[src/rtl/cv32e40x_xif_coproc_stub_pkg.sv]
// Shared types for the XIF reference coprocessor:
// opcode, ALU ops, bus bundles and the outstanding-entry layout.
package cv32e40x_xif_coproc_stub_pkg;

  localparam int X_ID_WIDTH  = 4;
  localparam int X_RFR_WIDTH = 32;
  localparam int X_RFW_WIDTH = 32;

  localparam logic [6:0] XIF_CUSTOM0_OPCODE = 7'b0001011;

  typedef enum logic [2:0] {
    ALU_ADD = 3'b000,
    ALU_SUB = 3'b001,
    ALU_MIN = 3'b010,
    ALU_MAX = 3'b011
  } xif_alu_op_e;

  typedef struct packed {
    logic [31:0] instr;
    logic        accept;
  } x_compressed_resp_t;

  typedef struct packed {
    logic accept;
    logic writeback;
    logic dualwrite;
    logic dualread;
    logic loadstore;
    logic ecswrite;
    logic exc;
  } x_issue_resp_t;

  typedef struct packed {
    logic [31:0] addr;
    logic        we;
    logic [1:0]  size;
    logic [31:0] wdata;
  } x_mem_req_t;

  typedef struct packed {
    logic [X_ID_WIDTH-1:0]  id;
    logic [X_RFW_WIDTH-1:0] data;
    logic [4:0]             rd;
    logic                   we;
    logic [5:0]             ecsdata;
    logic [2:0]             ecswe;
    logic                   exc;
    logic [5:0]             exccode;
  } x_result_t;

  typedef struct packed {
    logic                   valid;
    logic                   committed;
    logic                   killed;
    logic [X_ID_WIDTH-1:0]  id;
    logic [4:0]             rd;
    logic [X_RFW_WIDTH-1:0] data;
  } xif_cp_entry_t;

  function automatic logic xif_decode_ok(
    input logic [6:0] opcode,
    input logic [2:0] funct3,
    input logic [6:0] funct7
  );
    return (opcode == XIF_CUSTOM0_OPCODE)
        && (funct7 == 7'd0) && !funct3[2];
  endfunction

endpackage

[src/rtl/cv32e40x_xif_coproc_stub_if.sv]
// CORE-V XIF bundle as seen by one coprocessor.
// coproc_* modports are the coprocessor side, core is the driver.
interface cv32e40x_xif_coproc_stub_if #(
  parameter int X_NUM_RS = 2
);
  import cv32e40x_xif_coproc_stub_pkg::*;

  logic               compressed_valid;
  logic               compressed_ready;
  logic [15:0]        compressed_instr;
  x_compressed_resp_t compressed_resp;

  logic                                 issue_valid;
  logic                                 issue_ready;
  logic [31:0]                          issue_instr;
  logic [X_ID_WIDTH-1:0]                issue_id;
  logic [X_NUM_RS-1:0][X_RFR_WIDTH-1:0] rs;
  logic [X_NUM_RS-1:0]                  rs_valid;
  x_issue_resp_t                        issue_resp;

  logic                  commit_valid;
  logic [X_ID_WIDTH-1:0] commit_id;
  logic                  commit_kill;

  logic       mem_valid;
  logic       mem_ready;
  x_mem_req_t mem_req;

  logic        mem_result_valid;
  logic [31:0] mem_result_rdata;

  logic      result_valid;
  logic      result_ready;
  x_result_t result;

  modport coproc_compressed (
    input  compressed_valid, compressed_instr,
    output compressed_ready, compressed_resp
  );
  modport coproc_issue (
    input  issue_valid, issue_instr, issue_id,
    input  rs, rs_valid,
    output issue_ready, issue_resp
  );
  modport coproc_commit (
    input commit_valid, commit_id, commit_kill
  );
  modport coproc_mem (
    input  mem_ready,
    output mem_valid, mem_req
  );
  modport coproc_mem_result (
    input mem_result_valid, mem_result_rdata
  );
  modport coproc_result (
    input  result_ready,
    output result_valid, result
  );
  modport core (
    output compressed_valid, compressed_instr,
    input  compressed_ready, compressed_resp,
    output issue_valid, issue_instr, issue_id,
    output rs, rs_valid,
    input  issue_ready, issue_resp,
    output commit_valid, commit_id, commit_kill,
    output mem_ready,
    input  mem_valid, mem_req,
    output mem_result_valid, mem_result_rdata,
    output result_ready,
    input  result_valid, result
  );

endinterface

[src/rtl/cv32e40x_xif_coproc_stub_alu.sv]
// Single-cycle 32-bit ADD/SUB/signed MIN/MAX.
// Results wrap; no overflow indication.
module cv32e40x_xif_coproc_stub_alu
  import cv32e40x_xif_coproc_stub_pkg::*;
(
  input  xif_alu_op_e            op,
  input  logic [X_RFR_WIDTH-1:0] a,
  input  logic [X_RFR_WIDTH-1:0] b,
  output logic [X_RFW_WIDTH-1:0] res
);

  logic lt;

  assign lt = $signed(a) < $signed(b);

  // op may carry unsupported funct3 values; the entry is dropped then
  always_comb begin
    res = a + b;
    case (op)
      ALU_SUB: res = a - b;
      ALU_MIN: res = lt ? a : b;
      ALU_MAX: res = lt ? b : a;
      default: res = a + b;
    endcase
  end

endmodule

[src/rtl/cv32e40x_xif_coproc_stub.sv]
// Reference XIF coprocessor: custom-0 ALU ops held in an
// in-order buffer until commit/kill, then retired as results.
module cv32e40x_xif_coproc_stub
  import cv32e40x_xif_coproc_stub_pkg::*;
#(
  parameter int DEPTH = 4
) (
  input logic clk,
  input logic rst,
  cv32e40x_xif_coproc_stub_if.coproc_compressed xif_compressed_if,
  cv32e40x_xif_coproc_stub_if.coproc_issue      xif_issue_if,
  cv32e40x_xif_coproc_stub_if.coproc_commit     xif_commit_if,
  cv32e40x_xif_coproc_stub_if.coproc_mem        xif_mem_if,
  cv32e40x_xif_coproc_stub_if.coproc_mem_result xif_mem_result_if,
  cv32e40x_xif_coproc_stub_if.coproc_result     xif_result_if
);

  localparam int PTR_W = $clog2(DEPTH);
  localparam int CNT_W = PTR_W + 1;

  xif_cp_entry_t    ent_q [DEPTH];
  logic [PTR_W-1:0] wr_ptr_q;
  logic [PTR_W-1:0] rd_ptr_q;
  logic [CNT_W-1:0] count_q;

  logic [31:0]            instr;
  logic                   accept;
  logic                   ready;
  logic                   push;
  logic                   pop;
  logic                   cm_new;
  logic [X_RFW_WIDTH-1:0] alu_res;
  xif_cp_entry_t          head;
  xif_cp_entry_t          new_ent;
  x_issue_resp_t          resp;
  x_result_t              res;
  logic                   unused;

  assign xif_compressed_if.compressed_ready = 1'b1;
  assign xif_compressed_if.compressed_resp  = '0;
  assign xif_mem_if.mem_valid = 1'b0;
  assign xif_mem_if.mem_req   = '0;

  assign instr  = xif_issue_if.issue_instr;
  assign accept = xif_decode_ok(
    instr[6:0], instr[14:12], instr[31:25]);

  always_comb begin
    resp           = '0;
    resp.accept    = accept;
    resp.writeback = accept;
  end

  assign xif_issue_if.issue_resp = resp;

  // Full check uses the current count only; a same-cycle pop
  // does not free a slot until the next cycle.
  assign ready = (count_q != CNT_W'(DEPTH))
              && (&xif_issue_if.rs_valid[1:0]);
  assign xif_issue_if.issue_ready = ready;

  assign push = xif_issue_if.issue_valid && ready && accept;

  cv32e40x_xif_coproc_stub_alu u_alu (
    .op  (xif_alu_op_e'(instr[14:12])),
    .a   (xif_issue_if.rs[0]),
    .b   (xif_issue_if.rs[1]),
    .res (alu_res)
  );

  assign cm_new = xif_commit_if.commit_valid
               && (xif_commit_if.commit_id == xif_issue_if.issue_id);

  always_comb begin
    new_ent           = '0;
    new_ent.valid     = 1'b1;
    new_ent.committed = cm_new && !xif_commit_if.commit_kill;
    new_ent.killed    = cm_new && xif_commit_if.commit_kill;
    new_ent.id        = xif_issue_if.issue_id;
    new_ent.rd        = instr[11:7];
    new_ent.data      = alu_res;
  end

  assign head = ent_q[rd_ptr_q];

  assign pop = head.valid && (head.killed
            || (head.committed && xif_result_if.result_ready));

  always_ff @(posedge clk) begin
    if (rst) begin
      for (int i = 0; i < DEPTH; i++) ent_q[i] <= '0;
      wr_ptr_q <= '0;
      rd_ptr_q <= '0;
      count_q  <= '0;
    end else begin
      for (int i = 0; i < DEPTH; i++) begin
        if (xif_commit_if.commit_valid && ent_q[i].valid
            && ent_q[i].id == xif_commit_if.commit_id) begin
          if (xif_commit_if.commit_kill) ent_q[i].killed <= 1'b1;
          else ent_q[i].committed <= 1'b1;
        end
      end
      if (pop) ent_q[rd_ptr_q].valid <= 1'b0;
      if (push) ent_q[wr_ptr_q] <= new_ent;
      if (pop) rd_ptr_q <= rd_ptr_q + 1'b1;
      if (push) wr_ptr_q <= wr_ptr_q + 1'b1;
      count_q <= count_q + CNT_W'(push) - CNT_W'(pop);
    end
  end

  // Result is taken straight from the registered head entry,
  // so it stays put until the handshake pops it.
  always_comb begin
    res      = '0;
    res.id   = head.id;
    res.data = head.data;
    res.rd   = head.rd;
    res.we   = 1'b1;
  end

  assign xif_result_if.result_valid =
    head.valid && head.committed && !head.killed;
  assign xif_result_if.result = res;

  assign unused = ^{xif_compressed_if.compressed_valid,
                    xif_compressed_if.compressed_instr,
                    xif_mem_if.mem_ready,
                    xif_mem_result_if.mem_result_valid,
                    xif_mem_result_if.mem_result_rdata,
                    instr[24:15]};

endmodule

[src/flat_wrapper.sv]
// flat-port wrapper written by rule: the top's interface ports become plain ports
module cv32e40x_xif_coproc_stub_flat import cv32e40x_xif_coproc_stub_pkg::*;
#(
  parameter int DEPTH = 4
)
  (clk, rst, xif_compressed_if_compressed_valid, xif_compressed_if_compressed_instr, xif_compressed_if_compressed_ready, xif_compressed_if_compressed_resp, xif_issue_if_issue_valid, xif_issue_if_issue_instr, xif_issue_if_issue_id, xif_issue_if_rs, xif_issue_if_rs_valid, xif_issue_if_issue_ready, xif_issue_if_issue_resp, xif_commit_if_commit_valid, xif_commit_if_commit_id, xif_commit_if_commit_kill, xif_mem_if_mem_ready, xif_mem_if_mem_valid, xif_mem_if_mem_req, xif_mem_result_if_mem_result_valid, xif_mem_result_if_mem_result_rdata, xif_result_if_result_ready, xif_result_if_result_valid, xif_result_if_result);
  cv32e40x_xif_coproc_stub_if xif_compressed_if_i ();
  cv32e40x_xif_coproc_stub_if xif_issue_if_i ();
  cv32e40x_xif_coproc_stub_if xif_commit_if_i ();
  cv32e40x_xif_coproc_stub_if xif_mem_if_i ();
  cv32e40x_xif_coproc_stub_if xif_mem_result_if_i ();
  cv32e40x_xif_coproc_stub_if xif_result_if_i ();
  input logic clk;
  input logic rst;
  input wire logic [$bits(xif_compressed_if_i.compressed_valid)-1:0] xif_compressed_if_compressed_valid;
  input wire logic [$bits(xif_compressed_if_i.compressed_instr)-1:0] xif_compressed_if_compressed_instr;
  output wire logic [$bits(xif_compressed_if_i.compressed_ready)-1:0] xif_compressed_if_compressed_ready;
  output wire logic [$bits(xif_compressed_if_i.compressed_resp)-1:0] xif_compressed_if_compressed_resp;
  input wire logic [$bits(xif_issue_if_i.issue_valid)-1:0] xif_issue_if_issue_valid;
  input wire logic [$bits(xif_issue_if_i.issue_instr)-1:0] xif_issue_if_issue_instr;
  input wire logic [$bits(xif_issue_if_i.issue_id)-1:0] xif_issue_if_issue_id;
  input wire logic [$bits(xif_issue_if_i.rs)-1:0] xif_issue_if_rs;
  input wire logic [$bits(xif_issue_if_i.rs_valid)-1:0] xif_issue_if_rs_valid;
  output wire logic [$bits(xif_issue_if_i.issue_ready)-1:0] xif_issue_if_issue_ready;
  output wire logic [$bits(xif_issue_if_i.issue_resp)-1:0] xif_issue_if_issue_resp;
  input wire logic [$bits(xif_commit_if_i.commit_valid)-1:0] xif_commit_if_commit_valid;
  input wire logic [$bits(xif_commit_if_i.commit_id)-1:0] xif_commit_if_commit_id;
  input wire logic [$bits(xif_commit_if_i.commit_kill)-1:0] xif_commit_if_commit_kill;
  input wire logic [$bits(xif_mem_if_i.mem_ready)-1:0] xif_mem_if_mem_ready;
  output wire logic [$bits(xif_mem_if_i.mem_valid)-1:0] xif_mem_if_mem_valid;
  output wire logic [$bits(xif_mem_if_i.mem_req)-1:0] xif_mem_if_mem_req;
  input wire logic [$bits(xif_mem_result_if_i.mem_result_valid)-1:0] xif_mem_result_if_mem_result_valid;
  input wire logic [$bits(xif_mem_result_if_i.mem_result_rdata)-1:0] xif_mem_result_if_mem_result_rdata;
  input wire logic [$bits(xif_result_if_i.result_ready)-1:0] xif_result_if_result_ready;
  output wire logic [$bits(xif_result_if_i.result_valid)-1:0] xif_result_if_result_valid;
  output wire logic [$bits(xif_result_if_i.result)-1:0] xif_result_if_result;
  assign xif_compressed_if_i.compressed_valid = xif_compressed_if_compressed_valid;
  assign xif_compressed_if_i.compressed_instr = xif_compressed_if_compressed_instr;
  assign xif_compressed_if_compressed_ready = xif_compressed_if_i.compressed_ready;
  assign xif_compressed_if_compressed_resp = xif_compressed_if_i.compressed_resp;
  assign xif_issue_if_i.issue_valid = xif_issue_if_issue_valid;
  assign xif_issue_if_i.issue_instr = xif_issue_if_issue_instr;
  assign xif_issue_if_i.issue_id = xif_issue_if_issue_id;
  assign xif_issue_if_i.rs = xif_issue_if_rs;
  assign xif_issue_if_i.rs_valid = xif_issue_if_rs_valid;
  assign xif_issue_if_issue_ready = xif_issue_if_i.issue_ready;
  assign xif_issue_if_issue_resp = xif_issue_if_i.issue_resp;
  assign xif_commit_if_i.commit_valid = xif_commit_if_commit_valid;
  assign xif_commit_if_i.commit_id = xif_commit_if_commit_id;
  assign xif_commit_if_i.commit_kill = xif_commit_if_commit_kill;
  assign xif_mem_if_i.mem_ready = xif_mem_if_mem_ready;
  assign xif_mem_if_mem_valid = xif_mem_if_i.mem_valid;
  assign xif_mem_if_mem_req = xif_mem_if_i.mem_req;
  assign xif_mem_result_if_i.mem_result_valid = xif_mem_result_if_mem_result_valid;
  assign xif_mem_result_if_i.mem_result_rdata = xif_mem_result_if_mem_result_rdata;
  assign xif_result_if_i.result_ready = xif_result_if_result_ready;
  assign xif_result_if_result_valid = xif_result_if_i.result_valid;
  assign xif_result_if_result = xif_result_if_i.result;
  cv32e40x_xif_coproc_stub #(.DEPTH(DEPTH)) u_core (.clk(clk), .rst(rst), .xif_compressed_if(xif_compressed_if_i), .xif_issue_if(xif_issue_if_i), .xif_commit_if(xif_commit_if_i), .xif_mem_if(xif_mem_if_i), .xif_mem_result_if(xif_mem_result_if_i), .xif_result_if(xif_result_if_i));
endmodule
[config.mk]
export PLATFORM = sky130hd
export DESIGN_NAME = cv32e40x_xif_coproc_stub_flat
export DESIGN_NICKNAME = d
export VERILOG_FILES = /design/src/rtl/cv32e40x_xif_coproc_stub_pkg.sv /design/src/rtl/cv32e40x_xif_coproc_stub_if.sv /design/src/rtl/cv32e40x_xif_coproc_stub_alu.sv /design/src/rtl/cv32e40x_xif_coproc_stub.sv /design/src/flat_wrapper.sv
export SDC_FILE = /design/constraint.sdc
export NUM_CORES = 1
export LEC_CHECK = 0
export BUFFER_PORTS_ARGS = -buffer_cell sky130_fd_sc_hd__buf_2
export CORE_MARGIN = 2
export CORE_UTILIZATION = 38
export CTS_CLUSTER_SIZE = 10
export DETAILED_ROUTE_END_ITERATION = 6
export SETUP_SLACK_MARGIN = 0.5
export SLEW_MARGIN = 20
export SYNTH_ARGS = -nofsm -noshare
export SYNTH_HDL_FRONTEND = slang
export SYNTH_SLANG_ARGS = --single-unit
[constraint.sdc]
create_clock -name clk -period 4.97 [get_ports clk]
set_input_delay 0.497 -clock clk [delete_from_list [all_inputs] [get_ports clk]]
set_output_delay 0.497 -clock clk [all_outputs]
set_load 0.01 [all_outputs]
After elaboration in Yosys (flattened, before gate mapping)
Memories as Yosys holds them, arrays and structs flattened. A register that Yosys moved wholly into a read port is not among the register bits.
Cells that the tools add are included.
- flip-flop bits (word level): 7
- memory bits (writable): 176
- output and inout bits: 169
- logic and storage cells: 102
- memories kept: 1
- add/subtract/negate cells: 6
- order comparisons: 1
- eq/ne operators: 10
- muxes and demuxes: 47
- bitwise gates (word level): 8
- reduce and logical (&&, ||, !) cells: 26
- memories (name ; words ; width ; rd ports ; clocked after Yosys merged registers in ; wr ports ; RTL line ; source):
    u_core.ent_q ; 4 ; 44 ; 5 ; 1 ; 6 ; cv32e40x_xif_coproc_stub.sv:21 ; xif_cp_entry_t ent_q [DEPTH];
- operators with widths (operator ; count):
    case mux 32 bit (3 select lines) ; 1
    2-to-1 mux 32 bit ; 2
    2-to-1 mux 1 bit ; 42
    adder 32 bit ; 1
    less-than comparator 32 bit ; 1
    subtractor 32 bit ; 1
    == test 4 bit ; 5
    logical AND 1 bit ; 20
    OR 1 bit ; 8
    == test 7 x 4 -> 1 bit (second input constant) ; 1
    zero test 7 bit ; 1
    == test 3 x 2 -> 1 bit (second input constant) ; 2
    adder 2 x 1 -> 2 bit (second input constant) ; 2
    2-to-1 mux 2 bit ; 2
    adder 3 x 1 -> 3 bit ; 1
    == test 3 x 1 -> 1 bit (second input constant) ; 1
    zero test 1 bit ; 3
    inequality test 3 bit (second input constant) ; 1
    subtractor 3 x 1 -> 3 bit ; 1
    AND reduction 2 bit ; 1
    logical OR 1 bit ; 1

Longest topological paths before layout
Gate-level depths: netlist of the first run.
- depth in word-level cells: 7
- mapped depth: 15

By module
Synthesis of the first run repeated with hierarchy kept, for this count alone.
- cell total of the unflattened synthesis: 1359
- area, all modules: 13957.1 um2
- modules (own cells, without submodules) (module ; times used ; cells an instance ; area each (um2)):
    cv32e40x_xif_coproc_stub ; 1 ; 712 ; 9616.7
    cv32e40x_xif_coproc_stub_alu ; 1 ; 647 ; 4340.4

Least setup slack after synthesis of the first run
No wires, ideal clock.
- kind: in2reg
- start point: input xif_issue_if_rs[0]
- end point: memory u_core.ent_q[0][18] (netlist name), data pin
- setup time: 0.266 ns
- arrival: 3.375 ns
- required time: 4.704 ns
- path slack: 1.329 ns
- stages on the path: 13
- path buffers: 1
- cells stage by stage: inv_1 -> ha_1 -> fa_1 -> nand2b_1 -> a211oi_4 -> o21ai_2 -> o41ai_4 -> a21oi_4 -> xnor2_4 -> buf_6 -> mux2_4 -> a221oi_2 -> nor2_1
- RTL lines (element ; RTL line ; source):
    start: declaration ; flat_wrapper.sv:22 ; input wire logic [$bits(xif_issue_if_i.rs)-1:0] xif_issue_if_rs;
    end: declaration ; cv32e40x_xif_coproc_stub.sv:21 ;

==> results of run 1 <==
-- flip-flops by register name (all words and copies together), names as in the netlist, named ones only --
register         count
u_core.ent_q       176
u_core.count_q       3
u_core.rd_ptr_q      2
u_core.wr_ptr_q      2
-- area by class of cell --
class | count | area, um^2
Timing Repair Buffer | 178 | 996.0
Multi-Input combinational cell | 1110 | 7775
Antenna cell | 1 | 2.502
Sequential cell | 185 | 5368
Clock buffer | 20 | 456.7
Clock inverter | 12 | 138.9
Tap cell | 468 | 585.6
Inverter | 78 | 292.8
Fill cell | 3637 | 21170
-- metal layers --
metal,routed length (um),up-vias
li1,-,5316
met1,17520,5575
met2,19920,494
met3,2918,38
met4,632,0
met5,0,-
-- worst paths after layout --
path	from	endpoint	slack [ns]	depth (start not counted)
min reg2reg	u_core.ent_q[2][41]$_DFF_P_	u_core.ent_q[2][41]$_DFF_P_	0.51	2
min	xif_issue_if_issue_instr[7]	u_core.ent_q[2][32]$_DFFE_PP_	0.41	2
max reg2reg	flop	u_core.count_q[2]$_SDFF_PP0_	2.00	11
max	xif_issue_if_rs[0]	u_core.ent_q[0][18]$_DFFE_PP_	1.09	14
-- worst max-delay path, cell delays in order --
cell                       delay, ns
sky130_fd_sc_hd__buf_2          0.10
sky130_fd_sc_hd__inv_1          0.04
sky130_fd_sc_hd__ha_1           0.21
sky130_fd_sc_hd__fa_1           0.41
sky130_fd_sc_hd__nand2b_1       0.23
sky130_fd_sc_hd__a211oi_4       0.32
sky130_fd_sc_hd__o21ai_2        0.17
sky130_fd_sc_hd__o41ai_4        0.34
sky130_fd_sc_hd__a21oi_4        0.13
sky130_fd_sc_hd__xnor2_4        0.31
sky130_fd_sc_hd__buf_4          0.33
sky130_fd_sc_hd__mux2_4         0.34
sky130_fd_sc_hd__a221oi_2       0.50
sky130_fd_sc_hd__nor2_1         0.11
-- power groups by stage --
stage	logic, uW	clock network [uW]	registers (uW)
6_report	1050	1360	1750
5_1_grt	1130	1440	1760
4_1_cts	1030	1380	1750
3_5_place_dp	1030	0	1790
3_3_place_gp	1030	0	1790
2_1_floorplan	773	0	1780
-- cells in the mapped netlist, drive strengths merged (21+ instances only) --
cell type	n
mux4	44
and3	47
edfxtp	166
xnor2	21
and2	31
clkbuf	64
ha	73
nand2	77
a21oi	100
nand3	24
o21ai	52
nor2	179
nor3	32
inv	78
buf	151
mux2i	26
-- through the flow --
stage | utilization, % | hold WS (ns)
final | 42.45 | 0.4078
after global routing | 42.44 | 0.4121
after CTS | 42.44 | 0.3969
after detailed placement | 40.82 | 0.4979
after global placement | 40.82 | 0.4792
after floorplan | - | 0.4581
-- logic make-up after synthesis --
group	synth area share, %
multiplexers	9.906
adder cells (fa/ha/maj)	6.826
AND/OR/NAND/NOR	15.98
other	0.05267
flip-flops	37.62
buffers and inverters	11.29
XOR/XNOR	2.404
AO/OA/AOI/OAI	15.92
==> summary.md, run 1 <==
The run gives 10840 as the via count of the first global-routing pass. sky130_fd_sc_hd__edfxtp_1 takes more of the synthesized area than any other cell. The final-report max-slew violation count was 0; the internal power was 2875 uW. Clock-pin slew was measured on the worst setup and hold paths at 0.07 ns.

After routing the design area is 15620 um^2. Area of the placeable core: 36790 um^2. The endpoint required time on the critical path was 5.14 ns; the number of hold-repair buffers added at the cts stage was 0. For met1 alone, demand over resource in global routing was 27.79%. For the finished layout, the period the worst path requires is 3.878 ns.

In this run the post-CTS setup repair buffer count came out at 0. The tools report the initial standard-cell utilization of the core as 38.77%. The area of the die came out at 39090 um^2. The fraction of power spent switching nets was 31.01%; the post-DP HPWL was 30.12 mm. No sink is reached through more buffers than the 2 on the longest clock path. In the global route stage, overall resource usage came out at 20.67%.

The first-pass GRT wire length came out at 62.20 mm. The cell area power density is 266.9 nW/um^2, and the final-report setup violation count is 0. The tools report the overall power consumption as 4168 uW. The final critical path takes up 78.03% of the cycle. For this run, the post-layout net count is 1809. The placed instances occupy a cell area of 15020 um^2.

At the worst endpoint, the arrival time is 4.05 ns. Of the cells placed in the final design, the portion with a size suffix greater than 1 is 19.65%. The mean routed wirelength per cell works out to 19.97 um. For this run, asynchronously set or reset flops after synthesis account for 0%. The combinational fraction of design power was 25.2%. The global placement routability congestion came out at 0.9261.

met2 is the most crowded layer. For the number of antenna violations at the first check in global routing, the log shows 0. Along the worst path, the maximum fanout reaches 11.

For the pin with the worst max-slew slack, the measured transition is 1.061 ns. Synthesis produced a netlist whose cell count is 1466. The maximum level of the CTS H-tree was 4. The proportion of power drawn by the clock network was 32.7%; the number of I/O port buffers was 146.

The total overflow reported by the global router is 0. The worst setup path is captured at a flop. Across the run, the number of max-cap violations was 0.

The number of cells upsized or downsized after cts is 0, and the count of flip-flops with a built-in enable after synthesis is 166. The detailed router finished its first iteration with 954 violations. Summed over all failing endpoints, the final setup total negative slack is 0 ns.

TritonCTS created 17 clock buffers. CTS placed an instance of sky130_fd_sc_hd__clkbuf_16 at the clock tree root. In the post-route analysis, the smallest setup slack over all paths is 1.092 ns. After synthesis, the cell types taking the most area are sky130_fd_sc_hd__edfxtp_1, sky130_fd_sc_hd__mux4_2, sky130_fd_sc_hd__buf_4. Category of the worst setup path launch point: an input port. The mapped netlist covers 14260 um^2. The proportion of netlist area held by the largest area contributor is 34.96%, and the final clock skew is 0.01354 ns. The number of ports placed on the die boundary came out at 332. The post-synthesis area per instance works out to 9.727 um^2.

The tools report the fmax as 0.2579 GHz. The detail-routed via count per cell was 5.567; the global routing usage on met2 was 35.72%. Setup repair after global routing left no endpoint under its margin.

Counting flops and latches in the post-synthesis netlist gives 185. The logs give 0 for the warning count from the yosys run and 70 for the count of standard-cell rows. From synthesis to final layout, the design area changed by 9.503%. The class of the worst hold path is input port to flop. In this run the horizontal extent of the chip is 197.7 um. TritonCTS built the clock tree. At the later pin of the worst-skew pair, clock insertion delay measures 0.44 ns.

The switching power is 1292 uW. Entering global routing, the biggest net connects 36 pins. The number of sinks driven by the clock tree was 185. The commonest non-fill, non-tap cell in the layout was sky130_fd_sc_hd__nor2_1. The flow ran to the end, and the final reports show no timing, DRC or antenna violations.

The tools report the non-filler instance count after layout as 2052. The first TritonRoute pass finished after 5 iterations. After detailed routing, the number of remaining DRC violations is 0. The proportion of synthesized chip area in sequential cells was 37.62%.

Sequential cells burn 42.1% of the power. The most used flip-flop cell after synthesis is sky130_fd_sc_hd__edfxtp_1. The logs give 11420 for the via total after detailed routing and 2.078% for the met3 track utilization from global routing. The floorplan step set the die height to 197.7 um. The total detailed-routing wirelength was 40.99 mm. The maximum vdd ir drop came out at 0.2330 mV.

In this run, placement finished with an instance count of 2019. In the layout the commonest cells are sky130_fd_sc_hd__nor2_1, sky130_fd_sc_hd__edfxtp_1, sky130_fd_sc_hd__buf_2. OpenSTA, run right after detailed placement, puts the worst setup slack at 0.7024 ns. Counting distinct cell types in the post-synthesis netlist gives 84. The logs give 0 for the hold violation total from the final report and 0 for the residual antenna-violating net count after detailed routing. The logs give 0.006483 uW for the leakage power and 29.05% for the remaining max-slew budget at the tightest pin. The type of the setup path with the least slack is input port to flop.
No activity file was read; power rests on OpenSTA's default activity.
==> run 2: changes to the inputs <==
==> constraint.sdc (replaced) <==
create_clock -name clk -period 3.63 [get_ports clk]
set_input_delay 0.363 -clock clk [delete_from_list [all_inputs] [get_ports clk]]
set_output_delay 0.363 -clock clk [all_outputs]
set_load 0.01 [all_outputs]
==> run 2 against run 1 <==
Net effect: non-clock buffer count rose by 125; die area did not move; first-iteration DRC count increased by 5.1%; worst setup slack got worse by 0.64 ns; sequential share of layout area is 3.4 points lower; largest power group unchanged.
==> summary.md, run 2 (synthesis results as in run 1) <==
The via count of the first global-routing pass came out at 11160. Critical hold path startpoint: xif_issue_if_issue_instr[9]. The number of I/O port buffers works out to 146. The maximum vdd ir drop was 0.2900 mV.

The multi-input combinational cells in the finished layout cover a total of 8403 um^2. The post-layout minimum cycle time is 3.182 ns, and the number of flip-flops under the largest register name is 176. Based on the critical path, the design can be clocked at up to 0.3143 GHz. For the post-route cell area, the log shows 17350 um^2. In the layout the commonest cells are sky130_fd_sc_hd__nor2_1, sky130_fd_sc_hd__edfxtp_1, sky130_fd_sc_hd__buf_2. The critical path in this run is classified as input port to flop. The logs give 4249 uW for the internal power and 3.80 ns for the endpoint required time on the critical path.

The final layout contains 1934 nets. The tools report the number of buffers on the longest clock path as 2. The post-route netlist has 31.38% of its cells at a drive strength greater than 1. The run gives 0 as the number of antenna violations at the first check in global routing. The leakage power was 0.007253 uW. Worst setup margin: 0.4481 ns. For the final core area utilization, the log shows 47.15%. The number of buffers created by CTS was 17. The tools report the met3 track utilization from global routing as 2.589%.

The run finished with clean final reports. After filler insertion, the fill cell instance count of the layout stands at 3482. The overall power consumption was 6138 uW; the chip width was 197.7 um.

For this run, design rule violations remaining after detail routing come to 0. The hold violation total from the final report was 0; the number of cells traversed by the worst hold path was 2. Counting flops per register, the top entry is u_core.ent_q. In this run the tightest slew margin relative to its limit is 43.56%. The tools report the sequential share of power as 39.1%. Data on the critical path arrives at its endpoint at 3.35 ns.

After floorplanning, the core was divided into 70 placement rows. The tools report the residual antenna-violating net count after detailed routing as 0. TritonCTS built the clock tree.

For this design the ratio of total power to cell area is 353.9 nW/um^2. Entering global routing, the biggest net connects 37 pins. The share of the clock period used by the worst path is 87.65%, and the sequential cell area in the final layout is 5368 um^2. Setup violations remaining at the end of the flow were counted as 0.

The fraction of power spent switching nets was 30.77%; the area of the placeable core was 36790 um^2. The transition at the pin with the smallest max-transition slack came out at 0.8465 ns. The tools report the total routing resource utilization after global routing as 21.53%. The class of the worst hold path was input port to flop. The later pin in the worst-skew pair is clocked with a latency of 0.43 ns. The logs give 0 for the final-report max-slew violation count and 42.98 mm for the total detailed-routing wirelength. The first-pass GRT wire length came out at 64.23 mm. For the final clock skew, the log shows 0.007758 ns. Counting cells, the worst reg-to-reg path comes to 11.

The clock edge transition at the registers on the reported setup and hold paths is 0.07 ns. After global routing the overflow that remains totals 0. The logs give 0.9380 for the global placement routability congestion and -0.2709 ns for the post-placement worst setup slack. The minimum setup slack among reg-to-reg paths was 0.78 ns. Setup repair after global routing could not meet its margin everywhere. For this design, the sink count on the clock tree is 185. STA classifies the critical path endpoint as a flop. For met2 alone, demand over resource in global routing was 36.19%. Dividing the detail-routed wire length by the instance count gives 19.75 um.

For this run, the detailed router's first-pass iteration total came to 6. The worst hold path terminates at u_core.ent_q[2][34]$_DFFE_PP_. In this run the worst path has a maximum fanout of 5.

Most used routing layer in global routing: met2. The maximum level of the CTS H-tree was 4. The detail-routed via count per cell came out at 5.420. The largest registers in the layout are u_core.ent_q (176), u_core.count_q (3). The wire-length estimate of the detail-placed layout is 31.92 mm.

For this block, the via count after detailed routing is 11800. The switching power is 1889 uW. The cell at the root of the clock tree was sky130_fd_sc_hd__clkbuf_16.

Endpoint of the most critical register-to-register path: u_core.count_q[2]$_SDFF_PP0_. The run gives 39090 um^2 as the area of the die. Global routing used 30.23% of the available met1 tracks. The proportion of power drawn by the clock network was 30.1%. For the initial DRC count, the log shows 1003.

332 I/O pins were placed. The number of antenna diodes in the final layout is 0. Chip height: 197.7 um. STA classifies the critical path startpoint as an input port. The total negative setup slack was 0 ns. The initial standard-cell utilization of the core was 38.77%; the cell area after placement was 15940 um^2.

Across the run, the number of max-cap violations was 0. In this run, the combinational gates consume 30.8% of the power. The synthesis-to-finish area growth is 21.64%.
==> run 2: changes by cell type in the layout (fill, tap and decap cells not counted), sizes merged <==
cell,delta
clkbuf,+2
buf,+124
diode,-1
inv,-4
clkinvlp,+3
==> run 2: area by class of cell <==
cell class	count	area share, %
multi-input combinational	1110	48.45
sequential	185	30.95
timing repair buffer	303	12.08
tap	468	3.376
clock buffer	21	2.712
inverter	78	1.753
clock inverter	11	0.6925
==> run 2: worst max path at each step <==
stage | start | cells past startpoint | slack, ns | to
detailed placement | xif_issue_if_rs[0] | 15 | -0.27 | u_core.ent_q[3][5]$_SDFFCE_PN0P_
finish | xif_issue_if_rs[0] | 17 | 0.45 | u_core.ent_q[1][7]$_DFFE_PP_
CTS | xif_issue_if_rs[0] | 14 | 0.46 | u_core.ent_q[3][13]$_SDFFCE_PN0P_
global placement | xif_issue_if_rs[10] | 14 | -0.33 | u_core.ent_q[0][27]$_DFFE_PP_
floorplan | xif_issue_if_rs[0] | 13 | 0.16 | u_core.ent_q[3][18]$_SDFFCE_PN0P_
global route | xif_issue_if_rs[0] | 16 | 0.35 | u_core.ent_q[0][28]$_DFFE_PP_
==> run 2: layer usage <==
| metal | vias up | routed length [um] |
|---|---|---|
| met5 | - | 0 |
| met4 | 0 | 379 |
| met3 | 33 | 2918 |
| met2 | 485 | 20870 |
| met1 | 5722 | 18820 |
| li1 | 5555 | - |
==> run 2: power by group through the flow <==
stage	registers [uW]	clock network (uW)	logic (uW)
floorplan	2440	0	1100
global placement	2440	0	1600
detailed placement	2450	0	1610
CTS	2400	1870	1670
global route	2410	1970	2020
finish	2400	1850	1890
==> run 2: worst max-delay path: stages <==
cell and delay (ns):
sky130_fd_sc_hd__buf_8 0.09, sky130_fd_sc_hd__inv_8 0.03, sky130_fd_sc_hd__ha_4 0.15, sky130_fd_sc_hd__fa_2 0.33
sky130_fd_sc_hd__nand2b_4 0.17, sky130_fd_sc_hd__a211oi_4 0.28, sky130_fd_sc_hd__o21ai_2 0.13, sky130_fd_sc_hd__o41ai_4 0.45
sky130_fd_sc_hd__buf_4 0.21, sky130_fd_sc_hd__a21o_4 0.16, sky130_fd_sc_hd__buf_4 0.12, sky130_fd_sc_hd__buf_6 0.09
sky130_fd_sc_hd__mux2i_1 0.17, sky130_fd_sc_hd__o22ai_1 0.11, sky130_fd_sc_hd__o31ai_2 0.23, sky130_fd_sc_hd__buf_4 0.21
sky130_fd_sc_hd__nor2_1 0.05
==> run 2: what timing repair did <==
| item | CTS | global route |
|---|---|---|
| gates resized for setup | 26 | 117 |
| hold buffers | 0 | 0 |
| buffers inserted | 2 | 18 |
| setup endpoints to repair | 128 | 120 |
| pin swaps | 16 | 85 |
| gates cloned | 0 | 1 |
==> run 2: through the flow <==
stage	cells	hold slack, ns
after floorplan	1588	0.4581
after global placement	2123	0.4741
after detailed placement	2123	0.4977
after CTS	2157	0.2610
after global routing	2176	0.2783
final	2176	0.2826
==> run 3: changes to the inputs <==
--- a/config.mk
+++ b/config.mk
@@ -10,6 +10,7 @@
 export CORE_UTILIZATION = 38
 export CTS_CLUSTER_SIZE = 10
 export DETAILED_ROUTE_END_ITERATION = 6
+export PLACE_DENSITY = 0.69
 export SETUP_SLACK_MARGIN = 0.5
 export SLEW_MARGIN = 20
 export SYNTH_ARGS = -nofsm -noshare
==> run 3 against run 2 <==
Net effect: first-iteration DRC count increased by 27%; hold slack lost 0.011 ns; critical path type unchanged; sequential power barely moved; global-route usage fell by 0.29 points; largest cell class unchanged.
==> summary.md, run 3 (synthesis results as in run 1) <==
The flow ran to the end, and the final reports show no timing, DRC or antenna violations. Of all nets on the critical path, the largest fanout is 6. The pre-antenna-repair detailed-routing pass consisted of 5 iterations.

The final-stage net count came out at 1919. The clock tree synthesis step divided the H-tree into 4 levels. For this run, design rule violations remaining after detail routing come to 0. TritonCTS built the clock tree. For the number of hold-repair buffers added at the cts stage, the log shows 0.

At the end of routability-driven placement, the weighted congestion stood at 0.9983. Counting I/O delays and the setup requirement, the final critical path takes 3.148 ns. The number of flip-flops under the largest register name was 176; the number of placed instances with taps included was 2111. The most used cell along the critical path was sky130_fd_sc_hd__buf_4. Ranked by flip-flop count, first place goes to u_core.ent_q. The critical hold path startpoint is xif_issue_if_issue_instr[9]. In this run the static leakage power is 0.007100 uW.

In the global route stage, overall resource usage came out at 21.24%. The fmax was 0.3177 GHz. Cells with a size suffix above 1 make up 28.88% of the layout. The die is 197.7 um tall. Data on the critical path is required at its endpoint by 3.80 ns.

The type of the setup path with the least slack is input port to flop. The tools report the via count of the first global-routing pass as 11270. The count of standard-cell rows was 70.

Setup violations remaining at the end of the flow were counted as 0. Along the worst hold path, the cell count comes to 2. Synthesis-to-finish area growth: 18.79%. Clock skew on the completed layout was measured at 0.008829 ns.

The worst setup path is launched from an input port. The maximum vdd ir drop was 0.2312 mV; the insertion delay of the later-clocked pin in the worst-skew pair was 0.44 ns. The number of buffers on the longest clock path is 2, and the chip width is 197.7 um. For the number of ports placed on the die boundary, the log shows 332. The transition at the pin with the smallest max-transition slack was 1.011 ns. Setup repair after global routing could not meet its margin everywhere. Max-cap violation count: 0. In this run the register-to-register setup slack is 0.83 ns. The number of antenna violations at the first check in global routing is 0.

The antenna cell count came out at 0. The largest registers in the layout are u_core.ent_q (176), u_core.count_q (3). The final-report max-slew violation count was 0; the number of I/O port buffers was 146.

Across all hold checks on the routed design, the worst slack comes to 0.2717 ns. The largest single stage delay on the critical path is 0.45 ns. Once detail routing completed, the nets flagged for antenna violations numbered 0. The detail-routed via count per cell works out to 5.516. Launching element of the worst setup path: xif_issue_if_rs[0]. The tools report the total overflow reported by the global router as 0.

For this design the ratio of total power to cell area is 350.2 nW/um^2. The HPWL after detailed placement is 31.98 mm. The critical path ends at u_core.ent_q[1][28]$_DFFE_PP_. The run gives 32.07% as the remaining max-slew budget at the tightest pin. Entering global routing, the biggest net connects 38 pins. The via total after detailed routing is 11920, and the data arrival time of the critical path is 3.32 ns. The initial standard-cell utilization of the core was 38.77%. The area of the die is 39090 um^2, and the number of buffers created by CTS is 17. After layout, the worst path uses 86.72% of the clock period. The tightest min-delay check is of the input port to flop type. In this run the critical register-to-register path is captured at u_core.count_q[2]$_SDFF_PP0_. The hold violation total from the final report is 0. Total detailed-routing wirelength: 42.40 mm. Leaving out fill and tap cells, the most frequent cell in the layout is sky130_fd_sc_hd__nor2_1. In the detailed route, the total length drawn on met2 is 19.73 mm. After floorplanning, the core was sized to cover 36790 um^2.

The clock edge transition at the registers on the reported setup and hold paths was 0.07 ns. The tools report the cell at the root of the clock tree as sky130_fd_sc_hd__clkbuf_16. Top layer reached by signal wires: met4. The non-filler instance count after layout came out at 2161.

STA classifies the critical path endpoint as a flop. CTS saw 185 sinks. The mean routed wirelength per cell came out at 19.62 um.

In this run, the number of DRC markers left after iteration 0 of detailed routing was 1270. Leaving out fill and tap cells, the most frequent cells in the layout are sky130_fd_sc_hd__nor2_1, sky130_fd_sc_hd__edfxtp_1, sky130_fd_sc_hd__buf_2. After detailed routing, the wire length on met1 is 18.34 mm. For the worst flop-to-flop path, the logic depth is 11. The largest individual stage delay along the critical path comes from the cell sky130_fd_sc_hd__o41ai_4. The first global-routing pass estimated 63.45 mm of wire.

Traced cell by cell, the critical path runs through buf_8 > inv_8 > ha_4 > fa_2 > nand2b_4 > a211oi_4 > o21ai_4 > o41ai_4 > buf_4 > a21o_4 > buf_12 > mux2i_2 > o221ai_2 > a221oi_2 > buf_4 > nor3_2. In the detailed route, the total length drawn on met3 is 3.683 mm.
run 3: power breakdown:
group	switching [uW]	total (uW)	leakage (uW)	internal, uW
Clock	829	1730	0.000273	896
Sequential	20.9	2400	0.00183	2380
Combinational	1060	1800	0.00500	748
Total	1910	5930	0.00710	4020
run 3: worst min path at each step:
stage	to	slack (ns)
global placement	u_core.ent_q[0][41]$_DFF_P_	0.47
CTS	u_core.ent_q[2][34]$_DFFE_PP_	0.25
floorplan	u_core.ent_q[2][41]$_DFF_P_	0.46
detailed placement	u_core.ent_q[0][41]$_DFF_P_	0.49
global route	u_core.ent_q[1][34]$_DFFE_PP_	0.27
finish	u_core.ent_q[2][34]$_DFFE_PP_	0.27
run 3: repair_timing:
item / in CTS / in global routing
endpoints found under the setup margin: 116 / 121
pin swaps: 12 / 45
buffers inserted: 7 / 10
resized for setup: 13 / 68
cloned: 0 / 1
run 3: layer usage:
metal,GRT usage (%),up-vias
li1,-,5539
met1,29.57,5736
met2,34.66,598
met3,3.253,47
met4,5.347,0
met5,0,-
run 3: layout make-up:
| class | count | area, um^2 |
|---|---|---|
| Fill cell | 3500 | 19850 |
| Multi-Input combinational cell | 1110 | 8207 |
| Clock buffer | 18 | 429.2 |
| Tap cell | 468 | 585.6 |
| Inverter | 78 | 304.0 |
| Clock inverter | 14 | 113.9 |
| Sequential cell | 185 | 5368 |
| Timing Repair Buffer | 288 | 1933 |
run 3: through the flow:
step	power, uW	cell area (um^2)	setup TNS, ns	utilization, %	worst slack, ns
after floorplan	3544	14860	0	-	0.1645
after global placement	4023	15880	-14.53	43.17	-0.2406
after detailed placement	4043	15880	-15.99	43.17	-0.2832
after CTS	5812	16550	0	44.99	0.4843
after global routing	6177	16940	0	46.05	0.3919
final	5932	16940	0	46.05	0.4821
run 3: critical path: cells and delay by family:
kind	cells	cell delay (ns)
buf+inv	5	0.67
mux	1	0.21
fa+ha+maj	2	0.48
simple gates	2	0.22
compound gates	6	1.38
